$ cat config.mk
export PLATFORM = sky130hd
export DESIGN_NAME = lfsr_noise_gen
export DESIGN_NICKNAME = d
export VERILOG_FILES = /design/src/rtl/noise_pkg.sv /design/src/rtl/rate_edge_sync.sv /design/src/rtl/lfsr_noise_gen.sv
export SDC_FILE = /design/constraint.sdc
export NUM_CORES = 1
export LEC_CHECK = 0
export CORE_AREA = 2 2 92 94
export CTS_CLUSTER_SIZE = 14
export DETAILED_ROUTE_END_ITERATION = 8
export DIE_AREA = 0 0 94 96
export GPL_TIMING_DRIVEN = 0
export PLACE_DENSITY_LB_ADDON = 0.25
export SYNTH_ARGS = -nofsm -noshare
export SYNTH_HDL_FRONTEND = slang
export SYNTH_SLANG_ARGS = --single-unit
$ cat constraint.sdc
create_clock -name clk -period 4.05 [get_ports clk]
set_input_delay 0.6075 -clock clk [delete_from_list [all_inputs] [get_ports clk]]
set_output_delay 0.6075 -clock clk [all_outputs]
set_load 0.005 [all_outputs]
$ cat src/rtl/noise_pkg.sv
// Shared types and constants for the LFSR noise generator: FSM states, default seed, tap mask,
// and the single-step LFSR function.
package noise_pkg;

    typedef enum logic [1:0] {
        S_IDLE = 2'd0,
        S_STEP = 2'd1,
        S_OUT  = 2'd2
    } noise_state_t;

    localparam logic [15:0] NOISE_DEF_SEED = 16'hACE1;
    // Taps at bits 15,13,12,10 (maximal-length 16-bit polynomial).
    localparam logic [15:0] NOISE_TAP_MASK = 16'hB400;

    // One Fibonacci step; an all-zero state would lock up, so it reloads the seed instead.
    function automatic logic [15:0] lfsr_next(input logic [15:0] l, input logic [15:0] seed);
        if (l == 16'h0000) begin
            return seed;
        end
        return {l[14:0], ^(l & NOISE_TAP_MASK)};
    endfunction

endpackage

$ cat src/rtl/rate_edge_sync.sv
// Two-flop synchroniser for the divided rate clock plus a registered rising-edge detector.
// tick_o is a one-cycle pulse three clk edges after the rate_i rise.
module rate_edge_sync (
    input  logic clk,
    input  logic rst_n,
    input  logic rate_i,
    output logic tick_o
);

    // sync_q[0..1] form the synchroniser; sync_q[2] remembers the previous synchronised level.
    logic [2:0] sync_q;
    logic       tick_q;

    always_ff @(posedge clk) begin
        if (!rst_n) begin
            sync_q <= 3'b000;
            tick_q <= 1'b0;
        end else begin
            sync_q <= {sync_q[1:0], rate_i};
            tick_q <= sync_q[1] & ~sync_q[2];
        end
    end

    assign tick_o = tick_q;

endmodule

$ cat src/rtl/lfsr_noise_gen.sv
// White-noise sample source: one LFSR step per rising edge of rate_clk, scaled sample offered
// over valid/ready. Optional runtime seed loading when NOISE_SEED_LOAD_EN is defined.
module lfsr_noise_gen
    import noise_pkg::*;
#(
    parameter int                LFSR_W = 16,
    parameter int                DATA_W = 16,
    parameter logic [LFSR_W-1:0] SEED   = 16'hACE1
) (
    input  logic              clk,
    input  logic              rst_n,
    input  logic              rate_clk,
    input  logic              enable,
    input  logic [1:0]        amp_sel,
    output logic [DATA_W-1:0] sample_out,
    output logic              sample_valid,
    input  logic              sample_ready,
    output logic              ovr_flag,
    input  logic              ovr_clr
`ifdef NOISE_SEED_LOAD_EN
    ,
    input  logic              seed_load,
    input  logic [LFSR_W-1:0] seed_in
`endif
);

    localparam logic [LFSR_W-1:0] RST_SEED = (SEED == '0) ? NOISE_DEF_SEED : SEED;

    noise_state_t      state_q, state_d;
    logic [LFSR_W-1:0] lfsr_q, lfsr_d, lfsr_step;
    logic [DATA_W-1:0] sample_q, sample_d, scaled;
    logic              ovr_q, ovr_d, ovr_set;
    logic              tick, tick_en;
    logic signed [DATA_W-1:0] top_s;

    rate_edge_sync u_sync (
        .clk    (clk),
        .rst_n  (rst_n),
        .rate_i (rate_clk),
        .tick_o (tick)
    );

    assign tick_en   = tick & enable;
    assign lfsr_step = lfsr_next(lfsr_q, RST_SEED);
    assign top_s     = lfsr_step[LFSR_W-1 -: DATA_W];
    assign scaled    = top_s >>> amp_sel;

    // Handshake: sample_valid stays high with sample_out stable until a cycle where
    // sample_valid && sample_ready; that cycle transfers the sample. A tick that arrives while
    // the sample is still unconsumed advances the LFSR, keeps the old sample and sets ovr_flag.
    always_comb begin
        state_d  = state_q;
        lfsr_d   = lfsr_q;
        sample_d = sample_q;
        ovr_set  = 1'b0;
        case (state_q)
            S_IDLE: begin
                if (tick_en) state_d = S_STEP;
            end
            S_STEP: begin
                lfsr_d   = lfsr_step;
                sample_d = scaled;
                state_d  = S_OUT;
            end
            S_OUT: begin
                if (tick_en && sample_ready) begin
                    state_d = S_STEP;
                end else if (tick_en) begin
                    ovr_set = 1'b1;
                    lfsr_d  = lfsr_step;
                end else if (sample_ready) begin
                    state_d = S_IDLE;
                end
            end
            default: state_d = S_IDLE;
        endcase
        ovr_d = ovr_set ? 1'b1 : (ovr_clr ? 1'b0 : ovr_q);
`ifdef NOISE_SEED_LOAD_EN
        if (seed_load) begin
            lfsr_d   = (seed_in == '0) ? NOISE_DEF_SEED : seed_in;
            state_d  = S_IDLE;
            sample_d = sample_q;
            ovr_d    = ovr_q;
        end
`endif
    end

    always_ff @(posedge clk) begin
        if (!rst_n) begin
            state_q  <= S_IDLE;
            lfsr_q   <= RST_SEED;
            sample_q <= '0;
            ovr_q    <= 1'b0;
        end else begin
            state_q  <= state_d;
            lfsr_q   <= lfsr_d;
            sample_q <= sample_d;
            ovr_q    <= ovr_d;
        end
    end

    assign sample_out   = sample_q;
    assign sample_valid = (state_q == S_OUT);
    assign ovr_flag     = ovr_q;

endmodule

Yosys cells after proc, flatten, opt, wreduce, memory -nomap -nowiden
Index checks and enable logic that the tools add are counted.

word-level totals
  flip-flop bits (word level) = 39
  logic and storage cells = 41

operators by class
  equality and inequality tests = 7
  shift operators = 1
  bitwise logic cells = 3
  reduce and logical (&&, ||, !) cells = 8
  mux-type cells = 16

operators with widths
  kind                count
  $mux 16             4
  $pmux 16 s2         1
  $logic_not 16->1    1
  $reduce_xor 16->1   1
  $sshr 16x2->16      1
  $mux 2              4
  $mux 1              6
  $pmux 2 s3          1
  $reduce_and 3->1    2
  $ne 2x2->1 const B  2
  $reduce_bool 2->1   2
  $ne 3x1->1 const B  1
  $ne 3x2->1 const B  1
  $and 1x1->1         2
  $eq 2x1->1 const B  1
  $eq 2x2->1 const B  1
  $logic_not 2->1     1
  $ne 2x1->1 const B  1
  $logic_and 1x1->1   1
  $not 1->1           1

Longest topological paths before layout
Gate-level depths: netlist (run 1).

  depth after elaboration = 6
  mapped depth = 8
  gate-level depth less buffers = 7

Hierarchy
Synthesis (run 1) repeated with hierarchy kept, for this count alone.

second synthesis, totals
  cells, all modules = 230
  area, all modules = 1,940.6 µm²

modules (own cells, without submodules)
  module          area an instance (µm²)  cells an instance  times used
  lfsr_noise_gen  1,829.3                 222                1
  rate_edge_sync  111.4                   8                  1

Worst setup path before layout (run 1)
No wires, ideal clock.

  kind = reg-to-reg
  start point = register lfsr_q[13]
  end point = register sample_q[7], in the netlist sample_out[7]
  data arrival time = 2.033 ns
  cell stages (with the launch flop) = 8
  required time = 3.984 ns
  setup slack = 1.950 ns
  cells stage by stage = dfxtp_1 -> inv_1 -> ha_1 -> or4b_4 -> o41a_1 -> and2_4 -> o32a_1 -> a21oi_2

on the way
  longest elaborated chain between the ends = 4
  elaborated cells between the ends (all ways) = 5
  classes of those cells = shift: 1; mux: 2; reduce/logical: 2

RTL lines
  element                 RTL line              text
  start, declared         lfsr_noise_gen.sv:30  logic [LFSR_W-1:0] lfsr_q, lfsr_d, lfsr_step;
  start signal, assigned  lfsr_noise_gen.sv:96  lfsr_q <= lfsr_d;
  $logic_not 16->1        noise_pkg.sv:17       if (l == 16'h0000) begin
  $mux 1                  noise_pkg.sv:17
  $mux 16 *               noise_pkg.sv:20       return {l[14:0], ^(l & NOISE_TAP_MASK)};
  $sshr 16x2->16 *        lfsr_noise_gen.sv:46  assign scaled = top_s >>> amp_sel;
  end signal, assigned    lfsr_noise_gen.sv:97  sample_q <= sample_d;
  end, declared           lfsr_noise_gen.sv:31  logic [DATA_W-1:0] sample_q, sample_d, scaled;

Mark *: on every way between the ends. The rest lies on a longest branch, timed or not.
A chain may end at the register's enable or synchronous reset.

Worst setup path after layout (run 1)
  start point = register lfsr_q[13]
  end point = register sample_q[14], in the netlist sample_out[14]

Same word-level chain as after synthesis.

==> out/metrics.yaml, run 1 <==
sta:
  finalCriticalPeriod_ns: 2.41
  fin_crit_sh: 0.596
  slew_viol_final: 0
  whs_ns: 0.387
  finalSetupViolations: 0
  fmax_mhz: 414
  rsz0062_at_grt: "false"
  setup_tns_ns: 0
  max-slew-margin-rel: 0.627
  skew_ns: 0.00835
  hold_viol: 0
  worst_pin_slew_ns: 0.560
pwr:
  p_per_area_nw_per_um2: 325
  cellLeakagePower_nw: 0.895
  p_sw_frac: 0.241
  peakVddDrop_mv: 0.140
  intPower_uw: 605
  combinationalPowerShare: 0.089
  finalPower_uw: 797
  power_frac_clock: 0.415
  power.switching_uw: 192
  seq_power_share: 0.496
synthesis:
  synth_edf_count: 0
  ys_seq_area_frac: 0.397
  synth_top_area_share: 0.397
  synth.distinct_cells: 48
  synth-main-ff-cell: "dfxtp_1"
  synth.most_common_cell: "dfxtp_1"
  syn_avg_cell_area_sq_um: 8.62
  yosysTopAreaCell: "dfxtp_1"
  async_flop_share: 0
  synth_common_cells: "dfxtp_1, nand2_1, mux2i_1, clkbuf_1, nor2_1"
  synth_nets: 242
  syn_inst: 228
  syn-cell-area_sq_um: 1970
  ys_warn_count: 0
  synthTopCellsByArea: "dfxtp_1, mux2i_1, nand2_1"
  ys_ff_latch: 39
grt:
  grt_usage: 0.123
  grt_pass1_vias: 1584
  antenna_found_initial: 0
  grt_max_degree: 14
  grt_overflow: 0
  grt_pass1_wl_um: 8550
detailed_routing:
  viasPerCell: 4.84
  drcViolationCount: 0
  drtAntennaViolNets: 0
  drtIter0Drc: 129
  wl_per_cell_um: 14.6
  drt_wl_total_um: 5340
  via_count: 1765
  drtPass1Iterations: 4
critical_path:
  slowest_stage: "or4b_4"
  critPathTopFamily: "simple AND/OR/NAND/NOR gates"
  crit_fanout: 10
  endpoint_kind: "flop"
  critPathKind: "reg2reg"
  required_ns: 4.28
  crit_chain: "inv_1 -> ha_1 -> or4b_4 -> nor4_4 -> buf_2 -> nor2_1 -> o21a_1 -> a21oi_1"
  cpPeakStageDelay_ns: 0.51
  critPathBufInv: 2
  cp-start-kind: "flop"
  cp.arrival_ns: 2.65
cts:
  cts_resized: 0
  htree_levels: 2
  root_buffer: "clkbuf_8"
  cts_made_buffers: 5
  hold_buffers: 0
  clock_latency_ns: 0.30
  cts_tree: "done"
  clk_pin_slew_ns: 0.08
  clock_sinks: 39
  post_cts_buffers: 0
  cts_buffer_depth: 2
final_layout:
  nets: 273
  diodes: 0
  fillerInstances: 891
  design_area_sq_um: 2450
  layout.cells.non_filler: 365
  drive_gt1_frac: 0.0615
  syn_to_final_growth_pct: 24.6
floorplan:
  dieArea_sq_um: 9020
  ios: 26
  die_width_um: 94
  die_height_um: 96
  initial_core_util: 0.244
  core-area_sq_um: 8050
  rows: 33
outcome:
  status: "finished, final reports clean"
job:
  maxCapViolCount: 0
placed_design:
  dp_cells: 357
  placed_area_sq_um: 2340
  dp_hpwl_um: 3910
  globalplace.congestion: 0.868
  portBuffers: 24
min_path:
  hold_class: "reg2reg"
[worst reg2reg max path, cell delays in order, from the launching register on]
cell and delay [ns]:
dfxtp_1 0.35, inv_1 0.11, ha_1 0.18, or4b_4 0.51
nor4_4 0.45, buf_2 0.31, nor2_1 0.11, o21a_1 0.18
a21oi_1 0.14
[final timing paths]
kind | start | endpoint | slack (ns) | cells past startpoint
min reg2reg | u_sync.sync_q[2] | u_sync.tick_o | 0.39 | 1
min | u_sync.sync_q[2] | u_sync.tick_o | 0.39 | 1
max reg2reg | lfsr_q[13] | sample_out[14] | 1.64 | 8
max | lfsr_q[13] | sample_out[14] | 1.64 | 8
[registers in the layout (all words and copies together) (netlist names)]
| register | cells |
|---|---|
| u_sync.tick_o | 1 |
| ovr_flag | 1 |
| sample_out | 16 |
| u_sync.sync_q | 3 |
| lfsr_q | 16 |
| state_q | 2 |
[layout make-up]
cell class                      count  area, sq um  area share
Inverter                            8         30.0      0.0123
Timing Repair Buffer               24          240      0.0981
Tap cell                          105          131      0.0536
Sequential cell                    39          781       0.319
Clock buffer                        5         68.8      0.0281
Buffer                             15         68.8      0.0281
Clock inverter                      3         43.8      0.0179
Multi-Input combinational cell    166         1090       0.443
[cells by family (layout without fill, tap and decap cells)]
| group | count (synthesis) | after routing | share of synthesized area |
|---|---|---|---|
| AOI/OAI and AO/OA | 66 | 66 | 0.234 |
| xor gates and xnor gates | 2 | 2 | 0.00891 |
| adders and majority gates | 6 | 6 | 0.0382 |
| buffers and inverters | 23 | 55 | 0.0503 |
| DFF | 39 | 39 | 0.397 |
| muxes | 12 | 12 | 0.0611 |
| and+or+nand+nor | 80 | 80 | 0.211 |
[placed cells by master (no fill, tap or decap), types with 2 or more instances in the layout]
cell type / netlist / routed
dfxtp_1: 39 / 39
nand2_1: 31 / 31
clkdlybuf4s50_1: 0 / 24
mux2i_1: 12 / 12
clkbuf_1: 11 / 11
nor2_1: 11 / 11
o21ai_1: 10 / 10
nor2b_1: 9 / 9
inv_1: 8 / 8
o21ai_0: 8 / 8
nor3_1: 7 / 7
a21boi_0: 7 / 7
clkbuf_8: 1 / 6
o211ai_1: 6 / 6
a21oi_1: 6 / 6
ha_1: 6 / 6
nand2b_1: 5 / 5
and2_1: 5 / 5
a21boi_1: 4 / 4
nand3_1: 4 / 4
o311ai_1: 3 / 3
or4_1: 2 / 2
buf_2: 2 / 2
o31ai_1: 2 / 2
a32oi_1: 2 / 2
a31oi_1: 2 / 2
xnor2_1: 2 / 2
a21o_1: 2 / 2
[power groups by stage]
| stage | combinational (mW) | sequential (mW) | clock [mW] |
|---|---|---|---|
| detailed placement | 0.0708 | 0.404 | 0 |
| floorplan | 0.0433 | 0.403 | 0 |
| global route | 0.0782 | 0.396 | 0.356 |
| global placement | 0.0703 | 0.404 | 0 |
| CTS | 0.0711 | 0.395 | 0.342 |
| finish | 0.0711 | 0.395 | 0.330 |
[stage by stage]
step                 util  setup slack (ns)
floorplan               -              1.95
global route        0.304              1.46
global placement    0.290              1.50
finish              0.304              1.64
CTS                 0.304              1.64
detailed placement  0.290              1.54
[per-layer routing]
layer	share of wire	track usage
met1	0.48	0.172
met2	0.45	0.191
met3	0.055	0.0251
met4	0.015	0.0411
met5	0	0
No activity file was read; power rests on OpenSTA's default activity.
==> inputs of run 2 (changes only) <==
==> constraint.sdc (replaced) <==
create_clock -name clk -period 2.2 [get_ports clk]
set_input_delay 0.33 -clock clk [delete_from_list [all_inputs] [get_ports clk]]
set_output_delay 0.33 -clock clk [all_outputs]
set_load 0.005 [all_outputs]
==> run 2 against run 1 <==
Wire length grew 2.1%; critical endpoint is now sample_out[3]; critical path depth decreased by 1; largest cell class unchanged; non-clock buffer count grew 3; via count up 0.57%; die area unchanged; sequential share of layout area down 0.84 points.
==> out/metrics.yaml, run 2 (synthesized netlist as in run 1, its figures left out) <==
outcome:
  status: "finished, final reports clean"
final_layout:
  multi_input_area_sq_um: 1130
  layout_commonest_cell: "dfxtp_1"
  post-route-util: 0.315
  fillerInstances: 879
  mostFrequentLayoutCells: "dfxtp_1, nand2_1, clkdlybuf4s50_1, mux2i_1"
  syn_to_final_growth_pct: 28.8
  nets: 276
  diodes: 0
  seqCellArea_sq_um: 786
  drive_gt1_frac: 0.110
pwr:
  finalPower_mw: 1.48
  peakVddDrop_mv: 0.257
  cellLeakagePower_nw: 0.919
  p_per_area_nw_per_um2: 584
placed_design:
  dp_hpwl_um: 3910
  portBuffers: 24
  globalplace.congestion: 0.868
critical_path:
  endpoint_kind: "flop"
  crit_fanout: 8
  critPathKind: "reg2reg"
  required_ns: 2.44
  cp.arrival_ns: 2.39
  r2r-end: "sample_out[3]"
  ff2ff_path_depth: 7
  worst-r2r-setup-slack_ns: 0.05
  reg2reg_from: "lfsr_q[13]"
  cp-start-kind: "flop"
detailed_routing:
  drcViolationCount: 0
  viasPerCell: 4.82
  via_count: 1775
  drtIter0Drc: 73
  wl_per_cell_um: 14.8
  drt_wl_total_um: 5450
  drtAntennaViolNets: 0
  drtPass1Iterations: 4
floorplan:
  die_height_um: 96
  initial_core_util: 0.244
  dieArea_sq_um: 9020
  die_width_um: 94
  core-area_sq_um: 8050
  rows: 33
  ios: 26
grt:
  grt_max_degree: 14
  grt_usage: 0.127
  grt_pass1_wl_um: 8780
  grt_overflow: 0
  antenna_found_initial: 0
  grt_pass1_vias: 1622
sta:
  fmax_mhz: 466
  finalCriticalPeriod_ns: 2.15
  fin_crit_sh: 0.976
  setup_tns_ns: 0
  skew_ns: 0.00854
  whs_ns: 0.387
  hold_viol: 0
  slew_viol_final: 0
  max-slew-margin-rel: 0.622
  finalSetupViolations: 0
  worst_pin_slew_ns: 0.566
  rsz0062_at_grt: "true"
cts:
  root_buffer: "clkbuf_8"
  cts_tree: "done"
  clock_sinks: 39
  clock_latency_ns: 0.30
  hold_buffers: 0
  cts_buffer_depth: 2
  clk_pin_slew_ns: 0.08
  htree_levels: 2
  cts_made_buffers: 5
min_path:
  whs_path_depth: 1
  hold_class: "reg2reg"
  hold_start: "u_sync.sync_q[2]"
  hold_end: "u_sync.tick_o"
job:
  maxCapViolCount: 0
## run 2: cell count changes in the layout (fill, tap and decap cells not counted), moves of 2 or more
cell     delta
buf_4       +4
or4_1       -2
or4_4       +2
buf_2       -2
inv_1       -2
dfxtp_1     -2
## run 2: layout make-up
type | instances | area share
plain buffers | 14 | 0.0277
clock buffers | 5 | 0.0272
clock inverters | 3 | 0.0173
inverters | 8 | 0.0128
multi-input cells | 166 | 0.446
flip-flops and latches | 39 | 0.310
well taps | 105 | 0.0519
repair buffers | 28 | 0.107
## run 2: worst max path at each step
stage | from | to | depth (start not counted)
after CTS | lfsr_q[13] | sample_out[3] | 8
after detailed placement | lfsr_q[12] | sample_out[14] | 8
after floorplan | lfsr_q[13] | sample_out[7] | 7
after global routing | lfsr_q[13] | sample_out[11] | 9
final | lfsr_q[13] | sample_out[3] | 7
after global placement | lfsr_q[13] | sample_out[7] | 8
## run 2: worst max-delay path, stage by stage, from the launching register on
cell	delay, ns
dfxtp_2	0.34
inv_4	0.07
ha_4	0.13
or4b_4	0.50
or4_4	0.62
a31oi_4	0.22
mux2i_1	0.09
nor2b_1	0.12
## run 2: per-layer routing
layer  wire length [um]  part of all wire  global-route usage
met1               2600              0.48               0.176
met2               2490              0.46               0.193
met3                264             0.048              0.0258
met4                102             0.019              0.0495
met5                  0                 0                   0
## run 2: timing repair
item | CTS | global route
pin swaps | 5 | 4
setup buffers | 3 | 1
setup endpoints to repair | 15 | 8
resized for setup | 13 | 5
## run 2: stage by stage
stage | worst slack, ns | std cells | cell area [sq um]
after floorplan | 0.100 | 228 | 1970
after global placement | -0.155 | 357 | 2340
after detailed placement | -0.184 | 357 | 2340
after CTS | 0.000319 | 368 | 2520
after global routing | -0.0290 | 368 | 2530
final | 0.0529 | 368 | 2530
## run 2: report_power, final
part,leakage [nW],switching (mW),internal [mW]
logic,0.545,0.0776,0.0612
clock network,0.0581,0.275,0.338
registers,0.316,0.00904,0.717
==> inputs of run 3 (changes only) <==
--- a/config.mk
+++ b/config.mk
@@ -10,6 +10,7 @@
 export DETAILED_ROUTE_END_ITERATION = 8
 export DIE_AREA = 0 0 94 96
 export GPL_TIMING_DRIVEN = 0
+export HOLD_SLACK_MARGIN = 0.05
 export PLACE_DENSITY_LB_ADDON = 0.25
 export SYNTH_ARGS = -nofsm -noshare
 export SYNTH_HDL_FRONTEND = slang
==> results of run 3 <==
The final DEF is identical to that of run 2; final timing and power are the same.
